## src/rtl/line_seq_pkg.sv

```systemverilog
// Shared types and width helpers for the vertical-pass line pair sequencer.
//   state_t      : sequencer phase (idle, top extension, body, bottom extension)
//   ext_width()  : bit width needed to carry an extension depth up to max_ext
//   ch_width()   : bit width of a channel index for max_ch channels (min 1)
//   EXT_53/97    : extension depths of the 5/3 and 9/7 lifting filters
package line_seq_pkg;

  typedef enum logic [1:0] {
    ST_IDLE,
    ST_TOP,
    ST_BODY,
    ST_BOTTOM
  } state_t;

  localparam int unsigned EXT_53 = 2;
  localparam int unsigned EXT_97 = 4;

  function automatic int unsigned ext_width(input int unsigned max_ext);
    return $clog2(max_ext + 1);
  endfunction

  function automatic int unsigned ch_width(input int unsigned max_ch);
    return (max_ch > 1) ? $clog2(max_ch) : 1;
  endfunction

endpackage

```

## src/rtl/line_pair_sequencer_mirror.sv

```systemverilog
// Whole-sample symmetric mirror of a virtual line index, scaled to full
// resolution by the decomposition level.
//   v        : signed virtual index (may lie outside 0..last_idx)
//   last_idx : last valid line index at this level (N-1)
//   lvl      : decomposition level; result is shifted left by this amount
//   line     : mirrored, shifted line number
module line_mirror #(
  parameter int unsigned ADDR_W = 32,
  parameter int unsigned LVL_W  = 3
) (
  input  logic signed [ADDR_W:0]   v,
  input  logic        [ADDR_W-1:0] last_idx,
  input  logic        [LVL_W-1:0]  lvl,
  output logic        [ADDR_W-1:0] line
);

  logic signed [ADDR_W+1:0] vx;
  logic signed [ADDR_W+1:0] nx;
  logic signed [ADDR_W+1:0] mx;

  always_comb begin
    vx = $signed({v[ADDR_W], v});
    nx = $signed({2'b00, last_idx});
    if (v[ADDR_W]) begin
      mx = -vx;
    end else if (vx > nx) begin
      mx = (nx <<< 1) - vx;
    end else begin
      mx = vx;
    end
    line = ADDR_W'(mx) << lvl;
  end

endmodule

```

## src/rtl/line_pair_sequencer.sv

```systemverilog
// Emits the (even, odd) full-resolution line pairs fetched for one vertical
// DWT pass, with whole-sample symmetric extension at both edges, repeated
// for every channel.
//   clk_i, rst_i       : clock, synchronous active-high reset
//   start_i            : frame start, honoured only while idle
//   abort_i            : drop the current sequence
//   vsize_i            : lines at this level minus one (N-1)
//   ext_i              : extension depth E
//   level_i            : decomposition level L
//   channels_i         : channel count minus one
//   ready_i            : consumer accepts the current pair
//   valid_o            : pair valid
//   even_line_num_o    : even sample line, odd_line_num_o : odd sample line
//   ch_o               : channel of the current pair
//   last_line_o        : last pair of the channel, last_frame_o : of the frame
//   busy_o             : sequence in progress
//   cfg_err_o          : one-cycle pulse for a rejected start
module line_pair_sequencer
  import line_seq_pkg::*;
#(
  parameter  int unsigned ADDR_W    = 32,
  parameter  int unsigned MAX_EXT   = 5,
  parameter  int unsigned MAX_LEVEL = 5,
  parameter  int unsigned MAX_CH    = 4,
  localparam int unsigned EXT_W     = ext_width(MAX_EXT),
  localparam int unsigned LVL_W     = $clog2(MAX_LEVEL + 1),
  localparam int unsigned CH_W      = ch_width(MAX_CH)
) (
  input  logic              clk_i,
  input  logic              rst_i,
  input  logic              start_i,
  input  logic              abort_i,
  input  logic [ADDR_W-1:0] vsize_i,
  input  logic [EXT_W-1:0]  ext_i,
  input  logic [LVL_W-1:0]  level_i,
  input  logic [CH_W-1:0]   channels_i,
  input  logic              ready_i,
  output logic              valid_o,
  output logic [ADDR_W-1:0] even_line_num_o,
  output logic [ADDR_W-1:0] odd_line_num_o,
  output logic [CH_W-1:0]   ch_o,
  output logic              last_line_o,
  output logic              last_frame_o,
  output logic              busy_o,
  output logic              cfg_err_o
);

  state_t                   state;
  logic signed [ADDR_W:0]   v_r;
  logic        [ADDR_W-1:0] nm1_r;
  logic        [EXT_W-1:0]  ext_r;
  logic        [LVL_W-1:0]  lvl_r;
  logic        [CH_W-1:0]   chmax_r;

  logic                     idle;
  logic        [ADDR_W-1:0] nm1_sel;
  logic        [EXT_W-1:0]  ext_sel;
  logic        [LVL_W-1:0]  lvl_sel;
  logic signed [ADDR_W:0]   nv0;
  logic signed [ADDR_W:0]   nv1;
  logic signed [ADDR_W+1:0] nv1_x;
  logic signed [ADDR_W+1:0] nm1_x;
  logic signed [ADDR_W+1:0] lim;
  logic                     nxt_last;
  state_t                   nxt_state;
  logic                     cfg_bad;
  logic                     accept;
  logic        [CH_W-1:0]   ch_nxt;
  logic        [ADDR_W-1:0] ne_line;
  logic        [ADDR_W-1:0] no_line;

  assign idle = (state == ST_IDLE);

  // The next pair is prepared combinationally: while idle it comes from the
  // live config inputs (first pair of a start), otherwise from the latched
  // config, restarting at -E after the last pair of a channel.
  always_comb begin
    nm1_sel = idle ? vsize_i : nm1_r;
    ext_sel = idle ? ext_i   : ext_r;
    lvl_sel = idle ? level_i : lvl_r;
    if (idle || last_line_o) begin
      nv0 = -$signed((ADDR_W+1)'(ext_sel));
    end else begin
      nv0 = v_r + (ADDR_W+1)'(2);
    end
    nv1      = nv0 + (ADDR_W+1)'(1);
    nv1_x    = $signed({nv1[ADDR_W], nv1});
    nm1_x    = $signed({2'b00, nm1_sel});
    lim      = nm1_x + $signed({{(ADDR_W+2-EXT_W){1'b0}}, ext_sel});
    nxt_last = (nv1_x >= lim);
    if (nv0[ADDR_W]) begin
      nxt_state = ST_TOP;
    end else if (nv1_x <= nm1_x) begin
      nxt_state = ST_BODY;
    end else begin
      nxt_state = ST_BOTTOM;
    end
    cfg_bad = (vsize_i == '0) || (ADDR_W'(ext_i) >= vsize_i) ||
              (ext_i > EXT_W'(MAX_EXT)) || (level_i > LVL_W'(MAX_LEVEL));
    accept  = valid_o && ready_i;
    ch_nxt  = last_line_o ? ch_o + CH_W'(1) : ch_o;
  end

  line_mirror #(.ADDR_W(ADDR_W), .LVL_W(LVL_W)) u_mir_even (
    .v        (nv0),
    .last_idx (nm1_sel),
    .lvl      (lvl_sel),
    .line     (ne_line)
  );

  line_mirror #(.ADDR_W(ADDR_W), .LVL_W(LVL_W)) u_mir_odd (
    .v        (nv1),
    .last_idx (nm1_sel),
    .lvl      (lvl_sel),
    .line     (no_line)
  );

  always_ff @(posedge clk_i) begin
    if (rst_i) begin
      state           <= ST_IDLE;
      v_r             <= '0;
      nm1_r           <= '0;
      ext_r           <= '0;
      lvl_r           <= '0;
      chmax_r         <= '0;
      valid_o         <= 1'b0;
      even_line_num_o <= '0;
      odd_line_num_o  <= '0;
      ch_o            <= '0;
      last_line_o     <= 1'b0;
      last_frame_o    <= 1'b0;
      busy_o          <= 1'b0;
      cfg_err_o       <= 1'b0;
    end else begin
      cfg_err_o <= 1'b0;
      if (idle) begin
        if (start_i) begin
          if (cfg_bad) begin
            cfg_err_o <= 1'b1;
          end else begin
            nm1_r           <= vsize_i;
            ext_r           <= ext_i;
            lvl_r           <= level_i;
            chmax_r         <= channels_i;
            v_r             <= nv0;
            state           <= nxt_state;
            valid_o         <= 1'b1;
            busy_o          <= 1'b1;
            even_line_num_o <= ne_line;
            odd_line_num_o  <= no_line;
            ch_o            <= '0;
            last_line_o     <= nxt_last;
            last_frame_o    <= nxt_last && (channels_i == '0);
          end
        end
      end else if (abort_i || (accept && last_frame_o)) begin
        state        <= ST_IDLE;
        valid_o      <= 1'b0;
        busy_o       <= 1'b0;
        last_line_o  <= 1'b0;
        last_frame_o <= 1'b0;
      end else if (accept) begin
        v_r             <= nv0;
        state           <= nxt_state;
        even_line_num_o <= ne_line;
        odd_line_num_o  <= no_line;
        ch_o            <= ch_nxt;
        last_line_o     <= nxt_last;
        last_frame_o    <= nxt_last && (ch_nxt == chmax_r);
      end
    end
  end

endmodule

```

## config.mk

```make
export PLATFORM = sky130hd
export DESIGN_NAME = line_pair_sequencer
export DESIGN_NICKNAME = d
export VERILOG_FILES = /design/src/rtl/line_seq_pkg.sv /design/src/rtl/line_pair_sequencer_mirror.sv /design/src/rtl/line_pair_sequencer.sv
export SDC_FILE = /design/constraint.sdc
export NUM_CORES = 1
export LEC_CHECK = 0
export BUFFER_PORTS_ARGS = -buffer_cell sky130_fd_sc_hd__buf_4
export CELL_PAD_IN_SITES_DETAIL_PLACEMENT = 2
export CELL_PAD_IN_SITES_GLOBAL_PLACEMENT = 2
export CORE_ASPECT_RATIO = 0.7
export CORE_MARGIN = 2
export CORE_UTILIZATION = 40
export CTS_CLUSTER_SIZE = 14
export DETAILED_ROUTE_END_ITERATION = 16
export GPL_ROUTABILITY_DRIVEN = 0
export PLACE_DENSITY_LB_ADDON = 0.3
export SLEW_MARGIN = 20
export SYNTH_ARGS = -nofsm -noshare
export SYNTH_HDL_FRONTEND = slang
export SYNTH_SLANG_ARGS = --single-unit
```

## constraint.sdc

```tcl
create_clock -name clk_i -period 13.3 [get_ports clk_i]
set_input_delay 1.33 -clock clk_i [delete_from_list [all_inputs] [get_ports clk_i]]
set_output_delay 1.33 -clock clk_i [all_outputs]
set_load 0.005 [all_outputs]
```

# Word-level counts from Yosys, hierarchy flattened
# Cells that the tools add are included.
[totals]
ff_bits = 145
input_bits = 45
output_inout_bits = 71
[classes]
add_sub_neg = 9
n_lt_le_gt_ge = 7
eq_ne = 4
shift = 2
n_mux = 51
bitwise_logic = 3
n_reduce_logical = 20
[ops]
columns = ["operator", "count"]
rows = [
  ["2-to-1 mux 32 bit", 15],
  ["2-to-1 mux 33 bit", 6],
  ["> comparator 33 bit", 2],
  ["negator 32 bit", 2],
  ["left shift 32 x 3 -> 32 bit", 2],
  ["subtractor 32 bit", 2],
  [">= comparator 33 x 34 -> 1 bit", 1],
  ["adder 32 x 3 -> 33 bit", 1],
  ["adder 33 x 2 -> 33 bit, second input constant", 1],
  ["adder 33 x 3 -> 33 bit, second input constant", 1],
  ["less-or-equal comparator 33 bit", 1],
  ["negator 3 -> 33 bit", 1],
  [">= comparator 3 x 32 -> 1 bit", 1],
  ["zero test 32 bit", 1],
  ["2-to-1 mux 2 bit", 12],
  ["2-to-1 mux 1 bit", 16],
  ["AND reduction 3 bit", 3],
  ["> comparator 3 bit, second input constant", 2],
  ["2-to-1 mux 3 bit", 2],
  ["!= test 2 bit, second input constant", 3],
  ["logical OR 1 bit", 5],
  ["logical AND 1 bit", 4],
  ["zero test 2 bit", 2],
  ["AND reduction 4 bit", 1],
  ["other kinds (6)", 9],
]

# Longest topological paths before layout
# Gate-level depths: netlist of the first run.
[logic_depth]
depth_word = 12
mapped_depth = 33
mapped_depth_nobuf = 28

# Hierarchy
# A second synthesis of the first run with hierarchy kept.
[hier_totals]
hier_cells = 2826
hier_area_um2 = 20021.7
[by_module_without_submodules]
columns = ["module", "n_inst", "cells_each", "area_per_inst_um2", "seq_area_each_um2"]
rows = [
  ["line_pair_sequencer", 1, 1281, 9826.9, 2902.8],
  ["line_mirror (u_mir_odd)", 1, 764, 5121.2, 0.0],
  ["line_mirror (u_mir_even)", 1, 781, 5073.6, 0.0],
]

# Worst setup path after synthesis of the first run
# No wires, ideal clock.
[synth_path]
path_type = "reg2reg"
start = "reg state[1]"
end = "reg last_line_o"
setup_time_ps = 128
arrival_ps = 7441
setup_slack_ps = 5731
stages_incl_launch_ff = 34
path_cell_list = "dfxtp_1 buf_4 nor2_8 buf_1 clkbuf_1 buf_1 buf_1 clkbuf_1 nand2_1 and2_1 inv_1 ha_1 a21o_1 a21oi_1 or4_1 or3_1 or3_1 or3_1 or3_1 nand2b_1 nor2_1 xnor2_1 ha_1 a21o_1 a21o_1 a21oi_1 o21ai_0 a21oi_1 o21ai_0 a21o_1 a221o_1 o311ai_0 a2bb2oi_1 nor2_1"
[synth_via]
elab_chain_len = 9
word_cells_on_any_way = 18
classes_between = "3 x add/sub; 1 x order compare; 2 x eq/ne; 8 x mux; 4 x reduce/logical"
[synth_rtl]
columns = ["item", "line_no", "source"]
rows = [
  ["from (decl)", "line_pair_sequencer.sv:48", "state_t state;"],
  ["from (signal assigned)", "line_pair_sequencer.sv:146", "state <= nxt_state;"],
  ["from (signal assigned)", "line_pair_sequencer.sv:164", "state <= nxt_state;"],
  ["zero test 2 bit (*)", "line_pair_sequencer.sv:72", "assign idle = (state == ST_IDLE);"],
  ["2-to-1 mux 3 bit", "line_pair_sequencer.sv:79", "ext_sel = idle ? ext_i : ext_r;"],
  ["negator 3 -> 33 bit", "line_pair_sequencer.sv:82", "nv0 = -$signed((ADDR_W+1)'(ext_sel));"],
  ["2-to-1 mux 33 bit", "line_pair_sequencer.sv:81", "if (idle || last_line_o) begin"],
  ["adder 33 x 2 -> 33 bit", "line_pair_sequencer.sv:86", "nv1 = nv0 + (ADDR_W+1)'(1);"],
  [">= comparator 33 x 34 -> 1 bit", "line_pair_sequencer.sv:90", "nxt_last = (nv1_x >= lim);"],
  ["2-to-1 mux 1 bit (on tied branches)", "line_pair_sequencer.sv:162, line_pair_sequencer.sv:138", ""],
  ["2-to-1 mux 1 bit (on tied branches)", "line_pair_sequencer.sv:156, line_pair_sequencer.sv:137", ""],
  ["2-to-1 mux 1 bit", "line_pair_sequencer.sv:136", "if (idle) begin"],
  ["to (signal assigned)", "line_pair_sequencer.sv:152", "last_line_o <= nxt_last;"],
  ["to (signal assigned)", "line_pair_sequencer.sv:168", "last_line_o <= nxt_last;"],
  ["to (decl)", "line_pair_sequencer.sv:42", "output logic last_line_o,"],
]
# Mark *: on every way between the ends. The rest lies on a longest branch, timed or not. The select of a mux whose other input is x is not followed.
# A chain may end at the register's enable or synchronous reset.

# Final worst setup path of the first run
[layout_path]
start = "reg state[1]"
end = "reg odd_line_num_o[25]"
[layout_via]
elab_chain_len = 12
word_cells_on_any_way = 24
classes_between = "4 x add/sub; 1 x order compare; 3 x eq/ne; 1 x shift; 11 x mux; 4 x reduce/logical"
[layout_rtl]
columns = ["item", "line_no", "source"]
rows = [
  ["zero test 2 bit (*)", "line_pair_sequencer.sv:72", ""],
  ["2-to-1 mux 3 bit", "line_pair_sequencer.sv:79", ""],
  ["negator 3 -> 33 bit", "line_pair_sequencer.sv:82", ""],
  ["2-to-1 mux 33 bit (*)", "line_pair_sequencer.sv:81", ""],
  ["via nv0[10]", "line_pair_sequencer.sv:59", "logic signed [ADDR_W:0] nv0;"],
  ["adder 33 x 2 -> 33 bit (*)", "line_pair_sequencer.sv:86", ""],
  ["subtractor 32 bit or > comparator 33 bit (tied branches)", "line_pair_sequencer_mirror.sv:27, line_pair_sequencer_mirror.sv:26", ""],
  ["2-to-1 mux 32 bit", "line_pair_sequencer_mirror.sv:26", "end else if (vx > nx) begin"],
  ["2-to-1 mux 32 bit (*)", "line_pair_sequencer_mirror.sv:24", "if (v[ADDR_W]) begin"],
  ["left shift 32 x 3 -> 32 bit (*)", "line_pair_sequencer_mirror.sv:31", "line = ADDR_W'(mx) << lvl;"],
  ["2-to-1 mux 32 bit (on tied branches)", "line_pair_sequencer.sv:162, line_pair_sequencer.sv:138", ""],
  ["2-to-1 mux 32 bit (on tied branches)", "line_pair_sequencer.sv:156, line_pair_sequencer.sv:137", ""],
  ["2-to-1 mux 32 bit (*)", "line_pair_sequencer.sv:136", ""],
  ["to (signal assigned)", "line_pair_sequencer.sv:150", "odd_line_num_o <= no_line;"],
  ["to (signal assigned)", "line_pair_sequencer.sv:166", "odd_line_num_o <= no_line;"],
  ["to (decl)", "line_pair_sequencer.sv:40", "output logic [ADDR_W-1:0] odd_line_num_o,"],
]
# Mark *: on every way through the listed nets, which the timed path passes. The rest lies on a longest branch. The select of a mux whose other input is x is not followed.

==> results.sh, run 1 <==
export IMPL_rows=66
export IMPL_synth_xor_area_share_pct=6.208
export IMPL_core_region_area_um2=46740
export IMPL_synth_simple_area_share_pct=24.83
export IMPL_hold_class="flop to flop"
export IMPL_synthAdderAreaFrac_pct=11.10
export IMPL_hpwl_um=76690
export IMPL_die_w_um=264.7
export IMPL_post_cts_buffers=0
export IMPL_finalMaxSlewViolations=0
export IMPL_drive_gt1_share_pct=11.93
export IMPL_setup_violations=0
export IMPL_worstSkewPairLatency_ps=500
export IMPL_drv_cap=0
export IMPL_yosysSeqAreaShare_pct=15.26
export IMPL_fin_crit_sh_pct=73.50
export IMPL_first_iter_violations=2596
export IMPL_multiInputGateArea_um2=15070
export IMPL_n_antenna_cell=0
export IMPL_ys_flop_type="dfxtp_1"
export IMPL_skew_ps=14.12
export IMPL_cts_tree="yes"
export IMPL_worst_pin_slew_ps=1233
export IMPL_grt_pass1_wl_um=147700
export IMPL_fmax_mhz=102.3
export IMPL_crit_family="simple AND/OR/NAND/NOR gates"
export IMPL_area_growth_pct=10.11
export IMPL_vdd_drop_max_uv=111.2
export IMPL_grt_pass1_vias=22698
export IMPL_max_slew_margin_rel_pct=17.05
export IMPL_cp_start_kind="flop"
export IMPL_via_count=22354
export IMPL_required_ps=13700
export IMPL_synth_compound_area_share_pct=29.51
export IMPL_synth_area_top_cells="dfxtp_1 15%, ha_1 11%, mux2i_1 6.0%, a21oi_1 4.9%, nor2_1 4.9%"
export IMPL_avgSynthCellArea_um2=7.363
export IMPL_yosys_warnings=0
export IMPL_power_density_nw_per_um2=159.0
export IMPL_yosysMostFrequentCell="nor2_1"
export IMPL_finalHoldViolCount=0
export IMPL_grt_max_degree=79
export IMPL_num_io_pins=116
export IMPL_cts_resized=0
export IMPL_yosys_top_cells_count="248 x nor2_1, 246 x nand2_1, 188 x a21oi_1"
export IMPL_synth_seq_cells=145
export IMPL_final_nets=2813
export IMPL_finalNonFillerCells=3227
export IMPL_antenna_found_initial=3
export IMPL_min_period_ps=9776
export IMPL_grt_use_total_pct=38.90
export IMPL_cts_buffers=17
export IMPL_synth_top_area_share_pct=15.26
export IMPL_initial_core_util_pct=40.71
export IMPL_routedWlPerCell_um=30.40
export IMPL_async_flop_share_pct=0
export IMPL_critPathMaxFanout=38
export IMPL_clk_pin_slew_ps=70
export IMPL_hold_buffers=0
export IMPL_grt_overflow=0
export IMPL_critical_path_class="flop to flop"
export IMPL_critPathMaxStageDelay_ps=740
export IMPL_tns_ps=0
export IMPL_yosys_cell_types_count=120
export IMPL_place_inst=3195
export IMPL_synth_top_family_by_area="compound AO/OA/AOI/OAI gates"
export IMPL_netlist_instances=2584
export IMPL_synth_largest_area_cell="dfxtp_1"
export IMPL_rsz0062_at_grt="false"
export IMPL_outcome="finished clean"
export IMPL_clock_sinks=145
export IMPL_via_per_inst=6.927
export IMPL_die_area_um2=49360
export IMPL_fin_util_pct=44.82
export IMPL_synth_edf_count=0
export IMPL_path_buf_inv=4
export IMPL_drtPass1Iterations=5
export IMPL_drt_wl_total_um=98100
export IMPL_cp_arrival_ps=10180
export IMPL_crit_path_top_delay_cell="or3_1"
export IMPL_cts_root_buf="clkbuf_16"
export IMPL_htreeDepth=4
export IMPL_chipHeight_um=186.5
export IMPL_drc_errors=0
export IMPL_clockBufferDepth=2
export IMPL_fillers=5486
export IMPL_io_buffers=115
export IMPL_endpoint_kind="flop"
export IMPL_final_antenna_net_count=0
export IMPL_seq_area_um2=2903
export IMPL_muxShareOfSynthArea_pct=7.181
export IMPL_leakage_nw=8.684
export IMPL_synth_net_count=2795
export IMPL_synth_cell_area_um2=19030
kinds of logic (layout without fill, tap and decap cells):
logic type | after synthesis | count (layout)
AND/OR/NAND/NOR | 929 | 929
AO/OA/AOI/OAI | 806 | 806
buffers and inverters | 271 | 302
adder cells (fa/ha/maj) | 168 | 168
flip-flops | 145 | 145
XOR/XNOR | 134 | 134
multiplexers | 131 | 131
metal layers:
metal	track usage [%]	wire length [um]
met5	0	16
met4	13.75	3557
met3	8.855	9101
met2	59.79	42710
met1	53.25	42710
power breakdown:
part	internal, mW	switching [mW]	leakage [nW]
clock network	0.305	0.261	0.307
registers	0.481	0.0503	1.19
logic	0.727	1.51	7.19
metrics by stage:
step	setup slack (ps)	hold WS [ps]	area [um^2]	power, mW
5_1_grt	3053	483.9	20950	3.478
2_1_floorplan	5731	441.8	19030	1.905
3_5_place_dp	3779	454.3	20310	2.650
6_report	3524	465.2	20950	3.331
4_1_cts	3863	463.7	20950	3.243
3_3_place_gp	4204	446.8	20310	2.533
worst min-delay path, delay by kind of cell, from the launching register on:
kind,cells,cell delay (ps)
AOI/OAI and AO/OA,1,50
and+or+nand+nor,1,50
DFF,1,310
sequential cells by signal (all words and copies together) (netlist names), 2 cells and up:
signal           cells
lvl_r                3
ch_o                 2
state                2
even_line_num_o     32
v_r                 33
odd_line_num_o      32
nm1_r               32
chmax_r              2
ext_r                3
final timing paths:
kind / start / to / slack, ps / cells past startpoint
worst max-delay path: state[1] / odd_line_num_o[25] / 3520 / 27
worst min-delay path: even_line_num_o[0] / even_line_num_o[0] / 470 / 2
worst max register to register: state[1] / odd_line_num_o[25] / 3520 / 27
worst min register to register: even_line_num_o[0] / even_line_num_o[0] / 470 / 2
layout by cell type (no fill, tap or decap), types with 14 or more instances in the layout:
cell | netlist | routed
nor2_1 | 248 | 247
nand2_1 | 246 | 244
a21oi_1 | 188 | 188
ha_1 | 164 | 164
buf_4 | 8 | 148
dfxtp_1 | 145 | 145
o21ai_0 | 134 | 132
mux2i_1 | 114 | 111
inv_1 | 107 | 107
xnor2_1 | 98 | 98
a21o_1 | 81 | 81
nand3_1 | 81 | 81
nor3_1 | 71 | 70
nand4_1 | 58 | 58
a211oi_1 | 55 | 55
o211ai_1 | 36 | 36
xor2_1 | 35 | 35
a31oi_1 | 32 | 32
nor4_1 | 31 | 31
and3_1 | 29 | 28
o22ai_1 | 26 | 26
or3_1 | 25 | 25
and2_1 | 23 | 23
o21a_1 | 22 | 22
and4_1 | 17 | 17
nand2b_1 | 17 | 17
clkbuf_16 | 0 | 17
a221oi_1 | 16 | 16
a22oi_1 | 15 | 15
mux2_2 | 14 | 14
cell type report:
type | instances | area share [%]
clock buffers | 17 | 2.031
clock inverters | 15 | 1.015
inverters | 122 | 2.204
multi-input cells | 2168 | 71.94
flip-flops and latches | 145 | 13.86
well taps | 612 | 3.655
repair buffers | 148 | 5.303
(Power assumes the default switching activity.)
==> run 2, diff against run 1 <==
--- a/config.mk
+++ b/config.mk
@@ -10,7 +10,7 @@
 export CELL_PAD_IN_SITES_GLOBAL_PLACEMENT = 2
 export CORE_ASPECT_RATIO = 0.7
 export CORE_MARGIN = 2
-export CORE_UTILIZATION = 40
+export CORE_UTILIZATION = 37
 export CTS_CLUSTER_SIZE = 14
 export DETAILED_ROUTE_END_ITERATION = 16
 export GPL_ROUTABILITY_DRIVEN = 0
==> constraint.sdc (replaced) <==
create_clock -name clk_i -period 10.25 [get_ports clk_i]
set_input_delay 1.025 -clock clk_i [delete_from_list [all_inputs] [get_ports clk_i]]
set_output_delay 1.025 -clock clk_i [all_outputs]
set_load 0.005 [all_outputs]
==> results.sh, run 2 (same netlist as run 1, synthesis figures left out) <==
export IMPL_hold_class="flop to flop"
export IMPL_hold_buffers=0
export IMPL_drive_gt1_share_pct=12.30
export IMPL_min_from="even_line_num_o[0]"
export IMPL_initial_core_util_pct=37.48
export IMPL_fmax_mhz=110.1
export IMPL_routedWlPerCell_um=29.77
export IMPL_io_buffers=115
export IMPL_min_path_cells=2
export IMPL_fillers=5980
export IMPL_crit_chain="o21ba_1, buf_4, nand2b_1, mux2i_1, a21oi_1, nor4b_4, nand3_1, nor4_1, or2_2, inv_1, ha_1, nand4_1, or4_1, nor4_1, a21oi_1, o31ai_1, buf_4, or3_1, nor2_1, a211oi_1, mux2i_1, nand2_1, o21ai_0, o221ai_1"
export IMPL_rsz0062_at_grt="false"
export IMPL_clockBufferDepth=2
export IMPL_required_ps=10640
export IMPL_critical_path_class="flop to flop"
export IMPL_die_w_um=275.0
export IMPL_power_density_nw_per_um2=205.8
export IMPL_min_period_ps=9084
export IMPL_pwr_share_seq_pct=15.8
export IMPL_intPower_mw=1.992
export IMPL_cts_tree="yes"
export IMPL_drv_cap=0
export IMPL_sw_frac_of_total_pct=54.15
export IMPL_worstSkewPairLatency_ps=490
export IMPL_drtPass1Iterations=5
export IMPL_antenna_found_initial=1
export IMPL_r2r_end="odd_line_num_o[25]"
export IMPL_cp_start_kind="flop"
export IMPL_crit_reg2reg_launch="state[1]"
export IMPL_hpwl_um=77050
export IMPL_finalMaxSlewViolations=0
export IMPL_grt_use_met3_pct=10.44
export IMPL_grt_pass1_wl_um=147700
export IMPL_htreeDepth=4
export IMPL_leakage_nw=8.734
export IMPL_top_register="v_r"
export IMPL_layout_commonest_cell="nor2_1"
export IMPL_power_share_clock_pct=17.2
export IMPL_area_growth_pct=10.96
export IMPL_cts_buffers=17
export IMPL_via_count=22142
export IMPL_post_cts_buffers=0
export IMPL_vdd_drop_max_uv=144.3
export IMPL_worst_pin_slew_ps=1227
export IMPL_fin_crit_sh_pct=88.62
export IMPL_cp_arrival_ps=9470
export IMPL_final_cell_mix="246 x nor2_1, 243 x nand2_1, 188 x a21oi_1"
export IMPL_seq_area_um2=2903
export IMPL_p_sw_mw=2.353
export IMPL_top_usage_layer="met2"
export IMPL_reg2reg_depth=24
export IMPL_grt_pass1_vias=22879
export IMPL_grt_overflow=0
export IMPL_via_per_inst=6.710
export IMPL_grt_use_total_pct=36.25
export IMPL_final_nets=2823
export IMPL_grt_met2_usage_pct=55.84
export IMPL_chipHeight_um=193.7
export IMPL_place_inst=3267
export IMPL_clk_pin_slew_ps=80
export IMPL_cts_root_buf="clkbuf_16"
export IMPL_largest_register_ffs=33
export IMPL_finalNonFillerCells=3300
export IMPL_first_iter_violations=2007
export IMPL_holdPathEnd="even_line_num_o[0]"
export IMPL_crit_path_top_delay_cell="o21ba_1"
export IMPL_max_slew_margin_rel_pct=17.74
export IMPL_outcome="finished clean"
export IMPL_endpoint_kind="flop"
export IMPL_final_antenna_net_count=0
export IMPL_use_met1_pct=48.48
export IMPL_skew_ps=15.09
export IMPL_die_area_um2=53280
export IMPL_setup_violations=0
export IMPL_finalHoldViolCount=0
export IMPL_grt_max_degree=80
export IMPL_combPwrFrac_pct=67.0
export IMPL_num_io_pins=116
export IMPL_critPathMaxFanout=19
export IMPL_rows=69
export IMPL_tns_ps=0
export IMPL_critPathMaxStageDelay_ps=780
export IMPL_drt_wl_total_um=98250
export IMPL_core_region_area_um2=50760
export IMPL_ff2ff_setup_slack_ps=1170
export IMPL_drc_errors=0
export IMPL_multiInputGateArea_um2=15070
export IMPL_cts_resized=0
export IMPL_clock_sinks=145
[run 2: cell count changes in the layout (fill, tap and decap cells not counted), sizes merged]
cell / before / now
buf: 148 / 158
diode: 0 / 1
bufinv: 3 / 4
inv: 125 / 124
[run 2: through the flow]
step	util [%]	worst slack [ps]	hold slack, ps	cell area (um^2)	power, mW
after floorplan	-	2681	441.8	19030	2.472
after global placement	40.30	1773	447.5	20460	3.316
after detailed placement	40.30	1448	457.7	20460	3.461
after CTS	41.58	1498	468.8	21110	4.241
after global routing	41.59	697.6	511.8	21110	4.549
final	41.59	1166	460.9	21110	4.345
[run 2: how the worst max path moves through the flow]
| stage | start | to | slack [ps] | depth (start not counted) |
|---|---|---|---|---|
| finish | state[1] | odd_line_num_o[25] | 1170 | 24 |
| global route | state[1] | odd_line_num_o[25] | 700 | 26 |
| CTS | state[1] | odd_line_num_o[25] | 1500 | 27 |
| detailed placement | ext_i[1] | odd_line_num_o[29] | 1450 | 28 |
| global placement | ext_i[1] | odd_line_num_o[29] | 1770 | 28 |
| floorplan | state[1] | last_line_o | 2680 | 33 |
[run 2: metal layers]
| layer | share of wire [%] | up-vias |
|---|---|---|
| met5 | 0 | - |
| met4 | 3.1 | 0 |
| met3 | 9.7 | 194 |
| met2 | 44 | 973 |
| met1 | 43 | 11259 |
| li1 | - | 9716 |
[run 2: layout make-up]
class	count	area share, %
clock inverters	15	1.055
well taps	674	3.994
inverters	122	2.187
flip-flops and latches	145	13.75
repair buffers	158	5.618
multi-input cells	2168	71.37
clock buffers	17	2.015
diodes	1	0.01185
[run 2: worst max-delay path, delay by kind of cell (launching register included)]
family,cells,cell delay (ps)
AO/OA/AOI/OAI,7,2360
adder cells (fa/ha/maj),1,310
buffers and inverters,3,770
flip-flops,1,730
multiplexers,2,840
AND/OR/NAND/NOR,11,3950
[run 2: power groups by stage]
| stage | sequential, mW | clock [mW] | combinational [mW] |
|---|---|---|---|
| after CTS | 0.686 | 0.751 | 2.80 |
| final | 0.688 | 0.746 | 2.91 |
| after detailed placement | 0.698 | 0 | 2.76 |
| after global routing | 0.696 | 0.772 | 3.08 |
| after global placement | 0.693 | 0 | 2.62 |
| after floorplan | 0.673 | 0 | 1.80 |
